**config.mk**
```make
export PLATFORM = sky130hd
export DESIGN_NAME = fetch_ctrl_flat
export DESIGN_NICKNAME = d
export VERILOG_FILES = /design/src/rtl/fetch_ctrl_if.sv /design/src/rtl/fetch_ctrl.sv /design/src/flat_wrapper.sv
export SDC_FILE = /design/constraint.sdc
export NUM_CORES = 1
export LEC_CHECK = 0
export ABC_AREA = 1
export BUFFER_PORTS_ARGS = -buffer_cell sky130_fd_sc_hd__buf_2
export CORE_AREA = 2 2 169 171
export CTS_CLUSTER_DIAMETER = 50
export DETAILED_ROUTE_END_ITERATION = 10
export DIE_AREA = 0 0 171 173
export GPL_TIMING_DRIVEN = 0
export SLEW_MARGIN = 20
export SYNTH_ARGS = -nofsm -noshare
export SYNTH_HDL_FRONTEND = slang
export SYNTH_SLANG_ARGS = --single-unit
```
**constraint.sdc**
```tcl
create_clock -name clock -period 5.8 [get_ports clock]
set_input_delay 0.58 -clock clock [delete_from_list [all_inputs] [get_ports clock]]
set_output_delay 0.58 -clock clock [all_outputs]
set_load 0.02 [all_outputs]
```
**src/rtl/fetch_ctrl_if.sv**
```systemverilog
// fetch_ctrl_if: fetch-side bus; icache PC/hit, predecode and predictor flags, redirect, and the packet to the instruction buffer
interface fetch_ctrl_if;
  logic [63:0] fetch_pc;
  logic icache_valid;
  logic [1:0] branch;
  logic [1:0] halt;
  logic [1:0] bp_taken;
  logic [63:0] bp_target0;
  logic [63:0] bp_target1;
  logic rob_redirect;
  logic [63:0] redirect_pc;
  logic ibuf_ready;
  logic [1:0] out_valid;
  logic [63:0] out_pc0;
  logic [63:0] out_pc1;
  logic [1:0] out_pred_taken;
  logic halted;
  logic [31:0] inst_count;
  modport master(
    output fetch_pc, out_valid, out_pc0, out_pc1, out_pred_taken, halted, inst_count,
    input icache_valid, branch, halt, bp_taken, bp_target0, bp_target1, rob_redirect, redirect_pc, ibuf_ready
  );
  modport slave(
    input fetch_pc, out_valid, out_pc0, out_pc1, out_pred_taken, halted, inst_count,
    output icache_valid, branch, halt, bp_taken, bp_target0, bp_target1, rob_redirect, redirect_pc, ibuf_ready
  );
endinterface

```
**src/rtl/fetch_ctrl.sv**
```systemverilog
// fetch_ctrl: two-wide fetch sequencer; owns fetch_pc, forms 0-2 instruction packets, handles halt and redirect (ports: clock, reset, bus)
module fetch_ctrl #(
  parameter logic [63:0] RESET_PC = 64'h0
) (
  input logic clock,
  input logic reset,
  fetch_ctrl_if.master bus
);
  typedef enum logic {FETCH, HALTED} state_t;
  state_t state;
  logic [63:0] pc;
  logic [31:0] count;
  logic live, v0, v1, t0, t1, hit_halt, accept;
  logic [63:0] next_pc;
  always_comb begin
    t0 = bus.branch[0] & bus.bp_taken[0];
    t1 = bus.branch[1] & bus.bp_taken[1];
    live = (state == FETCH) & bus.icache_valid & ~bus.rob_redirect & ~reset;
    v0 = live;
    v1 = live & ~pc[2] & ~bus.halt[0] & ~t0;
    hit_halt = (v0 & bus.halt[0]) | (v1 & bus.halt[1]);
    accept = v0 & bus.ibuf_ready;
    // a halting packet parks fetch_pc on the halt instruction itself
    next_pc = bus.halt[0] ? pc :
              (v1 & bus.halt[1]) ? pc + 64'd4 :
              t0 ? bus.bp_target0 :
              (v1 & t1) ? bus.bp_target1 :
              pc + (v1 ? 64'd8 : 64'd4);
  end
  always_ff @(posedge clock) begin
    if (reset) begin
      state <= FETCH;
      pc <= RESET_PC;
      count <= '0;
    end else if (bus.rob_redirect) begin
      state <= FETCH;
      pc <= {bus.redirect_pc[63:2], 2'b00};
    end else if (accept) begin
      state <= hit_halt ? HALTED : FETCH;
      pc <= {next_pc[63:2], 2'b00};
      count <= count + (v1 ? 32'd2 : 32'd1);
    end
  end
  assign bus.fetch_pc = pc;
  assign bus.out_valid = {v1, v0};
  assign bus.out_pc0 = pc;
  assign bus.out_pc1 = pc + 64'd4;
  assign bus.out_pred_taken = {v1 & t1, v0 & t0};
  assign bus.halted = state == HALTED;
  assign bus.inst_count = count;
endmodule

```
**src/flat_wrapper.sv**
```systemverilog
// flat-port wrapper written by rule: the top's interface ports become plain ports
module fetch_ctrl_flat 
#(
  parameter logic [63:0] RESET_PC = 64'h0
)
  (clock, reset, bus_fetch_pc, bus_out_valid, bus_out_pc0, bus_out_pc1, bus_out_pred_taken, bus_halted, bus_inst_count, bus_icache_valid, bus_branch, bus_halt, bus_bp_taken, bus_bp_target0, bus_bp_target1, bus_rob_redirect, bus_redirect_pc, bus_ibuf_ready);
  fetch_ctrl_if bus_i ();
  input logic clock;
  input logic reset;
  output wire logic [$bits(bus_i.fetch_pc)-1:0] bus_fetch_pc;
  output wire logic [$bits(bus_i.out_valid)-1:0] bus_out_valid;
  output wire logic [$bits(bus_i.out_pc0)-1:0] bus_out_pc0;
  output wire logic [$bits(bus_i.out_pc1)-1:0] bus_out_pc1;
  output wire logic [$bits(bus_i.out_pred_taken)-1:0] bus_out_pred_taken;
  output wire logic [$bits(bus_i.halted)-1:0] bus_halted;
  output wire logic [$bits(bus_i.inst_count)-1:0] bus_inst_count;
  input wire logic [$bits(bus_i.icache_valid)-1:0] bus_icache_valid;
  input wire logic [$bits(bus_i.branch)-1:0] bus_branch;
  input wire logic [$bits(bus_i.halt)-1:0] bus_halt;
  input wire logic [$bits(bus_i.bp_taken)-1:0] bus_bp_taken;
  input wire logic [$bits(bus_i.bp_target0)-1:0] bus_bp_target0;
  input wire logic [$bits(bus_i.bp_target1)-1:0] bus_bp_target1;
  input wire logic [$bits(bus_i.rob_redirect)-1:0] bus_rob_redirect;
  input wire logic [$bits(bus_i.redirect_pc)-1:0] bus_redirect_pc;
  input wire logic [$bits(bus_i.ibuf_ready)-1:0] bus_ibuf_ready;
  assign bus_fetch_pc = bus_i.fetch_pc;
  assign bus_out_valid = bus_i.out_valid;
  assign bus_out_pc0 = bus_i.out_pc0;
  assign bus_out_pc1 = bus_i.out_pc1;
  assign bus_out_pred_taken = bus_i.out_pred_taken;
  assign bus_halted = bus_i.halted;
  assign bus_inst_count = bus_i.inst_count;
  assign bus_i.icache_valid = bus_icache_valid;
  assign bus_i.branch = bus_branch;
  assign bus_i.halt = bus_halt;
  assign bus_i.bp_taken = bus_bp_taken;
  assign bus_i.bp_target0 = bus_bp_target0;
  assign bus_i.bp_target1 = bus_bp_target1;
  assign bus_i.rob_redirect = bus_rob_redirect;
  assign bus_i.redirect_pc = bus_redirect_pc;
  assign bus_i.ibuf_ready = bus_ibuf_ready;
  fetch_ctrl #(.RESET_PC(RESET_PC)) u_core (.clock(clock), .reset(reset), .bus(bus_i));
endmodule
```
==> results, run 1 <==
- The worst hold path begins at bus_redirect_pc[6].
- In this run, distinct cell masters in the synthesized netlist total 41.
- The total count of hold-check failures in the final report is 0.
- The clock reaches the later pin of the worst-skew pair after 380 ps.
- The cell taking the most area after synthesis is nand2_1.
- Ranked by instance count, the synthesized netlist is headed by 557 x nand2_1, 245 x inv_1, 223 x nor2_1.
- Counting the fill cells in the layout gives 3102.
- The worst min-delay path class is primary input to register.
- The final layout contains 2556 nets.
- The cell count after placement is 2714.
- The number of clock buffers added by TritonCTS is 9.
- The cell count after synthesis is 1914.
- The number of clock sinks is 95.
- The smallest setup slack after layout is 2040 ps.
- The first global-routing pass estimated 89700 um of wire.
- The number of maximum-capacitance violations is 0.
- The peak clock frequency supported by timing is 266 MHz.
- The number of DRC markers in iteration 0 is 1873.
- STA classifies the critical path endpoint as a primary output.
- The reg-to-reg critical path endpoint is u_core.bus.fetch_pc[19].
- The count of nets left with antenna violations once routing finished came out at 0.
- The critical register-to-register path startpoint is u_core.bus.fetch_pc[2].
- The post-route setup TNS is 0 ps.
- The total routing resource utilization after global routing is 0.416.
- The cell area after technology mapping is 10400 sq um.
- The floorplan step set the die width to 171 um.
- The share of the yosys chip area belonging to registers is 0.183.
- In this run the vertical extent of the chip is 173 um.
- The maximum clock skew at final layout is 18.6 ps.
- The synthesis warning total is 0.
- The number of optimization iterations in the first detailed-route pass is 8.
- The total number of placement rows is 61.
- Entering global routing, the biggest net connects 21 pins.
- Hold timing on the final database bottoms out at a slack of 459 ps.
- The peak supply drop is 123 uV.
- The power per unit of standard cell area is 155 nW/um^2.
- In the final routed layout, each cell accounts on average for 23.3 um.
- The via count of the first global-routing pass came to 13800.
- In this run, post-CTS hold repair placed 0 buffers.
- In this run the count of I/O pins placed on the die edge is 432.
- The maximum level of the CTS H-tree is 3.
- The initial core utilization is 0.376.
- The worst-case setup slack after placement is 2280 ps.
- The length in cells of the worst reg-to-reg path is 15.
- The HPWL after detailed placement is 49800 um.
- The floorplan step defined a die boundary enclosing 29600 sq um.
- Each instance of the synthesized netlist takes up on average 5.42 sq um.
- The count of cells in the finished layout, fillers not included, comes to 2732.
- The required time of the worst setup path is 5220 ps.
- The worst register-to-register path has a setup slack of 2180 ps.
- The most common cell in the synthesized netlist is nand2_1.
- The last weighted congestion value of the routability-driven placer is 1.05.
- The synthesized design contains 95 register bits.
- Compared with the post-synthesis result, the final layout area differs by 27.9%.
- The area share of the largest cell type after synthesis is 0.201.
- The routed via count is 14900.
- The worst setup path is launched from a register.
- The slew at the pin with the worst max-slew slack is 1240 ps.
- The endpoint arrival time on the critical path is 3180 ps.
- The max-slew violation count is 0.
- Among all flip-flop cells after synthesis, the most frequent one is dfxtp_1.
- The maximum buffer depth of the clock tree is 2.
- The buffer type at the clock tree root is clkbuf_16.
- The setup-violating endpoint count in the final report is 0.
- The kind of critical path is register to primary output.
- In this run the post-CTS setup repair buffer count came out at 0.
- The remaining global-route overflow is 0.
- Of the cells placed in the final design, the portion with a size suffix greater than 1 is 0.249.
- Summed over all cells, the static leakage comes to 6.91 nW.
- Counting instances, the worst hold path has a depth of 3.
- The run finished with clean final reports.
- In the routed layout, each cell is associated on average with a via count of 5.47.
- The remaining design rule violation count is 0.
- Dividing the final minimum period by the clock period gives 0.647.
- The headroom to the max-slew limit is 0.176.
- Summed over all layers, the routed wires come to 63500 um.
- The path with the worst hold slack has its endpoint at u_core.bus.fetch_pc[6].
- The count of flip-flops with a built-in enable after synthesis is 0.
- In this run the standard cell core region covers 27600 sq um.
- The number of resized instances in the post-cts repair step is 0.
- Clock-pin slew was measured on the worst setup and hold paths at 100 ps.
- TritonCTS built the clock tree.
- Buffers placed on the I/O ports in this run total 417.
- The share of flip-flops with an asynchronous set or reset after synthesis is 0.
- The initial antenna violation count is 4.
- In this run the worst path has a maximum fanout of 8.
- Setup repair after global routing left no endpoint under its margin.
- The shortest clock period the worst path allows after layout is 3760 ps.
- Sorting the synthesized cells by area gives the leading types as nand2_1 20%, dfxtp_1 18%, inv_1 8.9%, a21oi_1 8.2%, nor2_1 8.1%.
[worst max path at each step]
stage | start | to | slack (ps) | depth (start not counted)
final | u_core.bus.fetch_pc[2] | bus_out_pc1[55] | 2040 | 7
after global routing | u_core.bus.fetch_pc[2] | bus_out_pc1[55] | 2030 | 7
after CTS | u_core.bus.fetch_pc[2] | bus_out_pc1[55] | 2260 | 7
after detailed placement | bus_bp_taken[0] | u_core.bus.fetch_pc[56] | 2280 | 16
after global placement | bus_bp_taken[0] | u_core.bus.fetch_pc[19] | 2310 | 15
after floorplan | u_core.bus.fetch_pc[2] | u_core.bus.inst_count[24] | 3010 | 16
[critical path, stage by stage, from the launching register on]
cell     delay (ps)
dfxtp_1         640
nand3_1         330
inv_1           260
nand3_1         340
nor3_1          760
nand3_1         190
nand2_1         110
buf_2           170
[cell type report]
class                           instances  area, sq um  area share
Clock inverter                          7         86.3     0.00650
Antenna cell                            2         5.00    0.000377
Multi-Input combinational cell       1430         6700       0.505
Clock buffer                            9          225      0.0170
Inverter                              253          950      0.0715
Buffer                                141          847      0.0638
Sequential cell                        95         1900       0.143
Timing Repair Buffer                  417         2090       0.157
Tap cell                              378          473      0.0356
[sequential cells by signal, indices dropped and copies added, names as in the netlist]
name and cells:
u_core.bus.fetch_pc 62, u_core.bus.halted 1, u_core.bus.inst_count 32
[per-stage QoR]
step / utilization / instance area (sq um) / total power, mW
final: 0.481 / 13300 / 2.05
after global routing: 0.481 / 13300 / 2.11
after CTS: 0.480 / 13300 / 2.03
after detailed placement: 0.469 / 13000 / 1.36
after global placement: 0.469 / 13000 / 1.36
after floorplan: - / 10400 / 1.08
[cells in the final DEF, fill, tap and decap left out, types with 12 or more instances in the layout]
| cell | n |
|---|---|
| a21oi_1 | 170 |
| buf_2 | 436 |
| buf_4 | 78 |
| clkbuf_1 | 41 |
| dfxtp_1 | 95 |
| inv_1 | 245 |
| nand2_1 | 557 |
| nand3_1 | 121 |
| nand4_1 | 28 |
| nor2_1 | 223 |
| nor2_2 | 14 |
| nor3_1 | 14 |
| o21ai_0 | 144 |
| o21ai_1 | 19 |
| or2_2 | 12 |
| xor2_1 | 60 |
[report_power, final]
| part | switching [mW] | total [mW] | internal [mW] |
|---|---|---|---|
| Combinational | 0.396 | 0.614 | 0.218 |
| Sequential | 0.0706 | 0.748 | 0.678 |
| Clock | 0.379 | 0.690 | 0.311 |
| Total | 0.845 | 2.05 | 1.21 |
[layer usage]
metal / vias up / global-route usage / part of all wire
met5: - / 0 / 0.00011
met4: 2 / 0.220 / 0.059
met3: 197 / 0.0934 / 0.11
met2: 1056 / 0.639 / 0.43
met1: 6838 / 0.539 / 0.40
li1: 6842 / - / -
[kinds of logic after synthesis]
logic type	count (synthesis)	share of synthesized area
AOI/OAI and AO/OA	353	0.175
xor gates and xnor gates	64	0.0540
adders and majority gates	6	0.00795
buffers and inverters	394	0.173
DFF	95	0.183
other	1	0.000361
and+or+nand+nor	1001	0.406
No activity file was read; power rests on OpenSTA's default activity.
==> run 2: changes to the inputs <==
==> constraint.sdc (replaced) <==
create_clock -name clock -period 3.5 [get_ports clock]
set_input_delay 0.35 -clock clock [delete_from_list [all_inputs] [get_ports clock]]
set_output_delay 0.35 -clock clock [all_outputs]
set_load 0.02 [all_outputs]
==> run 2 against run 1 <==
Clock skew barely moved. Largest cell class unchanged. Cell count is essentially flat. Largest power group unchanged. Via count shrank 0.22%.
==> results, run 2 (synthesis gave the netlist of run 1 again) <==
- At the worst endpoint, the required time is 3720 ps.
- The number of buffers inserted to repair setup after CTS is 0.
- The max-slew violation count is 0.
- In the routed design, unresolved DRC markers number 0.
- The kind of critical path is register to register.
- The congestion estimate from routability-driven global placement came to 1.05.
- For this run, the slowest stage of the critical path takes 410 ps.
- At the worst endpoint, the arrival time is 3620 ps.
- The final route contains 14900 vias.
- The worst min-delay path class is primary input to register.
- The initial antenna violation count is 4.
- From left edge to right edge, the die measures 171 um.
- For this design the ratio of total power to cell area is 255 nW/um^2.
- In the final design database the tool counted 2556 nets.
- Port buffering added 417 buffers.
- The signal on the critical path passes through inv_1 > nand3_1 > nor2_4 > ha_1 > nor2_1 > nor2_4 > nand2_1 > nor2_2 > nand2_1 > o21ai_0 > nand3_1 > nand2_1 > nand2_1 > nand2_1 > a21oi_1.
- The floorplan step defined a die boundary enclosing 29600 sq um.
- The setup-violating endpoint count in the final report is 0.
- The post-layout instance area is 13300 sq um.
- Leaving out fill and tap cells, the most frequent cell in the layout is nand2_1.
- During I/O placement, the number of pins put on the boundary was 432.
- The flow ran to the end, and the final reports show no timing, DRC or antenna violations.
- Relative to the synthesized area, the layout overhead comes to 28.0%.
- The tree is rooted in a clkbuf_16.
- The shortest clock period the worst path allows after layout is 3400 ps.
- The initial core utilization is 0.376.
- The HPWL after detailed placement is 49800 um.
- For this design, the slowest cell found on the critical path is dfxtp_2.
- The H-tree was split into 3 levels.
- The startpoint type of the worst setup path is a register.
- TritonCTS built the clock tree.
- The type of destination of the critical path is a register.
- The share of final-layout standard cells stronger than drive strength 1 is 0.250.
- The filler-free cell count of the finished design is 2733.
- The first global-routing pass estimated 89700 um of wire.
- The total count of hold-check failures in the final report is 0.
- In this run, the number of DRC markers left after iteration 0 of detailed routing was 1705.
- The maximum clock skew at final layout is 18.8 ps.
- Setup repair after global routing left no endpoint under its margin.
- The total routing resource utilization after global routing is 0.416.
- The maximum buffer depth of the clock tree is 2.
- The leakage power is 6.91 nW.
- The core area is 27600 sq um.
- In the layout the commonest cells are 557 x nand2_1, 436 x buf_2, 245 x inv_1.
- The wire length on met3 is 7210 um.
- The number of hold buffers added after CTS is 0.
- The biggest fanout along the worst timing path is 8.
- The clock drives 95 sinks.
- The register with the most flip-flops in the layout has 62 of them.
- The via count of the first global-routing pass is 13800.
- The placed instance area is 13000 sq um.
- Entering global routing, the biggest net connects 21 pins.
- The routed metal-1 wirelength is 25300 um.
- Measured along the y axis, the die boundary spans 173 um.
- The critical path's most frequent cell is nand2_1.
- Based on the critical path, the design can be clocked at up to 294 MHz.
- The number of optimization iterations in the first detailed-route pass is 6.
- The clock-pin slew reported for the worst setup and hold paths after clock tree synthesis is 100 ps.
- The cell count after placement is 2714.
- The post-route fraction of the period consumed by the critical path is 0.973.
- The number of buffers and inverters on the critical path is 1.
- At the pin with the least slew margin, the transition time is 1180 ps.
- The clock reaches the later pin of the worst-skew pair after 380 ps.
- Wires add up to 63600 um.
- The uppermost metal layer occupied by signal nets is met5.
- Dividing the detail-routed wire length by the instance count gives 23.3 um.
- VDD sags by at most 202 uV.
- The length of routed met2 wiring is 27400 um.
- The number of maximum-capacitance violations is 0.
- The headroom to the max-slew limit is 0.212.
- In this run the remaining antenna-violating nets after routing total 0.
- The largest delay contributor family on the critical path is simple AND/OR/NAND/NOR gates.
- The remaining global-route overflow is 0.
- The total clock buffers created by CTS is 9.
- Using the TritonRoute via totals, the vias-per-cell ratio works out to 5.45.
- In this run the core area contains 61 standard-cell rows.
- The post-route setup TNS is 0 ps.
[run 2: changes by cell type in the layout (fill, tap and decap cells not counted), sizes merged]
cell | before | now
diode | 2 | 3
[run 2: path summary, 6_finish.rpt]
path	start	end	slack, ps	depth (start not counted)
setup / recovery	u_core.bus.fetch_pc[2]	u_core.bus.fetch_pc[56]	100	15
hold / removal	bus_redirect_pc[6]	u_core.bus.fetch_pc[6]	230	3
setup reg to reg	u_core.bus.fetch_pc[2]	u_core.bus.fetch_pc[56]	100	15
hold reg to reg	u_core.bus.halted	u_core.bus.halted	500	1
[run 2: cell type report]
type | instances | area, sq um
fillers | 3101 | 14300
multi-input cells | 1430 | 6710
repair buffers | 417 | 2090
flip-flops and latches | 95 | 1900
inverters | 253 | 950
plain buffers | 141 | 847
well taps | 378 | 473
clock buffers | 9 | 225
clock inverters | 7 | 86.3
diodes | 3 | 7.51
[run 2: where the power goes]
group          internal, mW  switching [mW]  total [mW]  leakage (nW)
sequential             1.12           0.117        1.24         0.778
clock                 0.515           0.620        1.14         0.150
combinational         0.362           0.658        1.02          5.98
total                  2.00            1.39        3.39          6.91
[run 2: tightest hold or removal path, stage by stage]
cell	delay [ps]
buf_2	100
nand2_1	50
a31oi_1	70
[run 2: per-layer routing]
layer | global-route usage | vias to the layer above
met1 | 0.538 | 6801
met2 | 0.639 | 1076
met5 | 0 | -
met3 | 0.0954 | 180
li1 | - | 6843
met4 | 0.220 | 2
[run 2: timing repair]
item / in CTS / in global routing
setup endpoints to repair: 0 / 9
gates resized for setup: 0 / 3
endpoints found under the hold margin: 0 / 0
[run 2: metrics by stage]
stage	worst slack [ps]	total power [mW]	hold slack, ps	util
2_1_floorplan	707	1.78	520	-
3_3_place_gp	163	2.25	469	0.469
3_5_place_dp	146	2.25	477	0.469
4_1_cts	106	3.37	237	0.480
5_1_grt	4.49	3.50	243	0.481
6_report	95.5	3.39	233	0.481
==> run 3: changes to the inputs <==
--- a/config.mk
+++ b/config.mk
@@ -7,11 +7,14 @@
 export LEC_CHECK = 0
 export ABC_AREA = 1
 export BUFFER_PORTS_ARGS = -buffer_cell sky130_fd_sc_hd__buf_2
-export CORE_AREA = 2 2 169 171
+export CELL_PAD_IN_SITES_DETAIL_PLACEMENT = 0
+export CELL_PAD_IN_SITES_GLOBAL_PLACEMENT = 1
+export CORE_AREA = 2 2 184 186
 export CTS_CLUSTER_DIAMETER = 50
 export DETAILED_ROUTE_END_ITERATION = 10
-export DIE_AREA = 0 0 171 173
+export DIE_AREA = 0 0 186 188
 export GPL_TIMING_DRIVEN = 0
+export PLACE_DENSITY_LB_ADDON = 0.1
 export SLEW_MARGIN = 20
 export SYNTH_ARGS = -nofsm -noshare
 export SYNTH_HDL_FRONTEND = slang
==> run 3 against run 2 <==
Worst hold slack improved by 32 ps. Non-clock buffer count rose by 1. Global-route usage fell by 4.9 points. Critical endpoint is now bus_out_pc1[33]. Largest power group unchanged.
==> results, run 3 (synthesis gave the netlist of run 1 again) <==
- The critical register-to-register path startpoint is u_core.bus.fetch_pc[2].
- Setup repair after global routing left no endpoint under its margin.
- The per-cell routed wire length is 23.5 um.
- Derived from the worst setup path, the maximum achievable clock frequency is 289 MHz.
- The via count of the first global-routing pass is 13500.
- Headroom to the max-slew limit came out at 0.182.
- On the final layout, the worst clock skew is 10.5 ps.
- The core region is 33100 sq um.
- The remaining design rule violation count is 0.
- The wire length on met3 is 6140 um.
- For the pin with the worst max-slew slack, the measured transition is 1230 ps.
- The total wire length after detailed routing is 65800 um.
- The maximum buffer depth of the clock tree is 2.
- After clock tree synthesis, the flow added hold-fix buffers numbering 0.
- In the layout the commonest cells are 557 x nand2_1, 436 x buf_2, 245 x inv_1.
- The number of stages on the worst hold path is 4.
- The total number of placement rows is 67.
- The tool flagged a number of max-cap violations equal to 0.
- Across every metal layer, demand over resource in global routing totals 0.367.
- The post-route setup TNS is 0 ps.
- Counting the buffers created by CTS gives 9.
- The number of optimization iterations in the first detailed-route pass is 5.
- After layout, the minimum clock period comes to 3460 ps.
- The flip-flop count of the largest register after layout is 62.
- The tightest min-delay check is of the primary input to register type.
- For the worst-skew pair, the clock arrives at the later sink with an insertion delay of 390 ps.
- The routed metal-1 wirelength is 27300 um.
- The initial antenna violation count is 4.
- The floorplan die height is 188 um.
- The post-route fraction of the period consumed by the critical path is 0.988.
- The startpoint type of the worst setup path is a register.
- Dividing total power by cell area gives a power density of 252 nW/um^2.
- The first global-routing pass estimated 90800 um of wire.
- The die is 186 um wide.
- The final worst hold slack is 265 ps.
- The maximum level of the CTS H-tree is 3.
- The required time of the worst setup path is 3150 ps.
- The die outline area is 35000 sq um.
- The multi-input combinational cell area is 6720 sq um.
- Using the TritonRoute via totals, the vias-per-cell ratio works out to 5.21.
- Detailed routing inserted a total of 14600 vias.
- The number of nets in the final layout is 2557.
- The smallest setup slack after layout is 42.9 ps.
- Port buffering added 417 buffers.
- The biggest fanout along the worst timing path is 8.
- The max-slew violation count is 0.
- The buffer type at the clock tree root is clkbuf_16.
- Measured in cells, the most critical reg-to-reg path has a length of 15.
- The worst setup path is captured at a primary output.
- The share of final-layout standard cells stronger than drive strength 1 is 0.249.
- The flow ran to the end, and the final reports show no timing, DRC or antenna violations.
- The kind of critical path is register to primary output.
- The most critical setup path has its startpoint at u_core.bus.fetch_pc[2].
- Routed signal wires occupy layers up through met5.
- Summed over all nets, the half-perimeter wirelength after detailed placement is 51500 um.
- The maximum number of pins on one net before global-route repair is 19.
- The setup-violating endpoint count in the final report is 0.
- TritonCTS built the clock tree.
- The most common library cell in the layout ignoring fill and taps is nand2_1.
- For this run the aggregate overflow at the end of global routing stands at 0.
- The leakage power is 6.91 nW.
- In this run, the number of DRC markers left after iteration 0 of detailed routing was 1362.
- The routed design uses 29200 um of met2 wire.
- The last weighted congestion value of the routability-driven placer is 0.981.
- The end point of the critical path is bus_out_pc1[33].
- For this configuration, the core starts out at a cell density of 0.314.
- The reg-to-reg critical path endpoint is u_core.bus.fetch_pc[19].
- At the end of the flow the core is filled with cells to 0.404.
- Fill cells in the final layout number 3900.
- The total count of hold-check failures in the final report is 0.
- The number of clock sinks is 95.
- The growth of design area from synthesis to finish is 28.8%.
- The area taken by flip-flops and latches is 1900 sq um.
- IR analysis of the VDD net gives a maximum drop of 228 uV.
- In this run the count of I/O pins placed on the die edge is 432.
- At the placement stage, the worst setup path has a slack of 145 ps.
- The endpoint arrival time on the critical path is 3110 ps.
- The setup check on the worst reg-to-reg path leaves a slack of 90 ps.
- Once detail routing completed, the nets flagged for antenna violations numbered 0.
- Clock-pin slew was measured on the worst setup and hold paths at 90 ps.
-- run 3: cell count changes in the layout (fill, tap and decap cells not counted), sizes merged --
cell,delta
buf,+1
clkinv,-4
diode,-1
inv,+3
clkbuf,+1
-- run 3: final cells by class --
cell class | count | area share
flip-flops and latches | 95 | 0.142
clock buffers | 10 | 0.0171
well taps | 448 | 0.0419
inverters | 253 | 0.0710
repair buffers | 418 | 0.157
clock inverters | 6 | 0.00431
multi-input cells | 1430 | 0.503
plain buffers | 141 | 0.0633
diodes | 2 | 0.000374
-- run 3: repair_timing --
item                                    in CTS  in global routing
resized for setup                            0                  4
buffers inserted                             0                  0
endpoints found under the setup margin       0                  7
-- run 3: worst min-delay path by stage --
stage | start | end
global placement | u_core.bus.halted | u_core.bus.halted
global route | bus_redirect_pc[3] | u_core.bus.fetch_pc[3]
finish | bus_redirect_pc[3] | u_core.bus.fetch_pc[3]
CTS | bus_redirect_pc[3] | u_core.bus.fetch_pc[3]
detailed placement | u_core.bus.inst_count[9] | u_core.bus.inst_count[9]
floorplan | bus_redirect_pc[6] | u_core.bus.fetch_pc[6]
-- run 3: report_power, final --
group	switching (mW)	leakage (nW)	total [mW]	internal [mW]
clock	0.596	0.142	1.10	0.505
sequential	0.116	0.777	1.24	1.12
combinational	0.664	5.99	1.03	0.363
-- run 3: worst max-delay path, stage by stage (launching register included) --
cell	delay (ps)
dfxtp_1	610
nand3_1	300
inv_1	270
nand2_1	170
nor2_4	230
nand2_2	180
nor2_1	190
xor2_1	480
inv_1	90
buf_2	180
-- run 3: stage by stage --
step | total power, mW | area, sq um | cells
after global placement | 2.27 | 13000 | 2784
final | 3.37 | 13400 | 2803
after detailed placement | 2.27 | 13000 | 2784
after floorplan | 1.78 | 10400 | 1919
after CTS | 3.35 | 13300 | 2800
after global routing | 3.47 | 13400 | 2801
-- run 3: layer usage --
| layer | up-vias | track usage |
|---|---|---|
| li1 | 6850 | - |
| met1 | 6752 | 0.477 |
| met2 | 848 | 0.583 |
| met3 | 149 | 0.0742 |
| met4 | 4 | 0.163 |
| met5 | - | 0 |
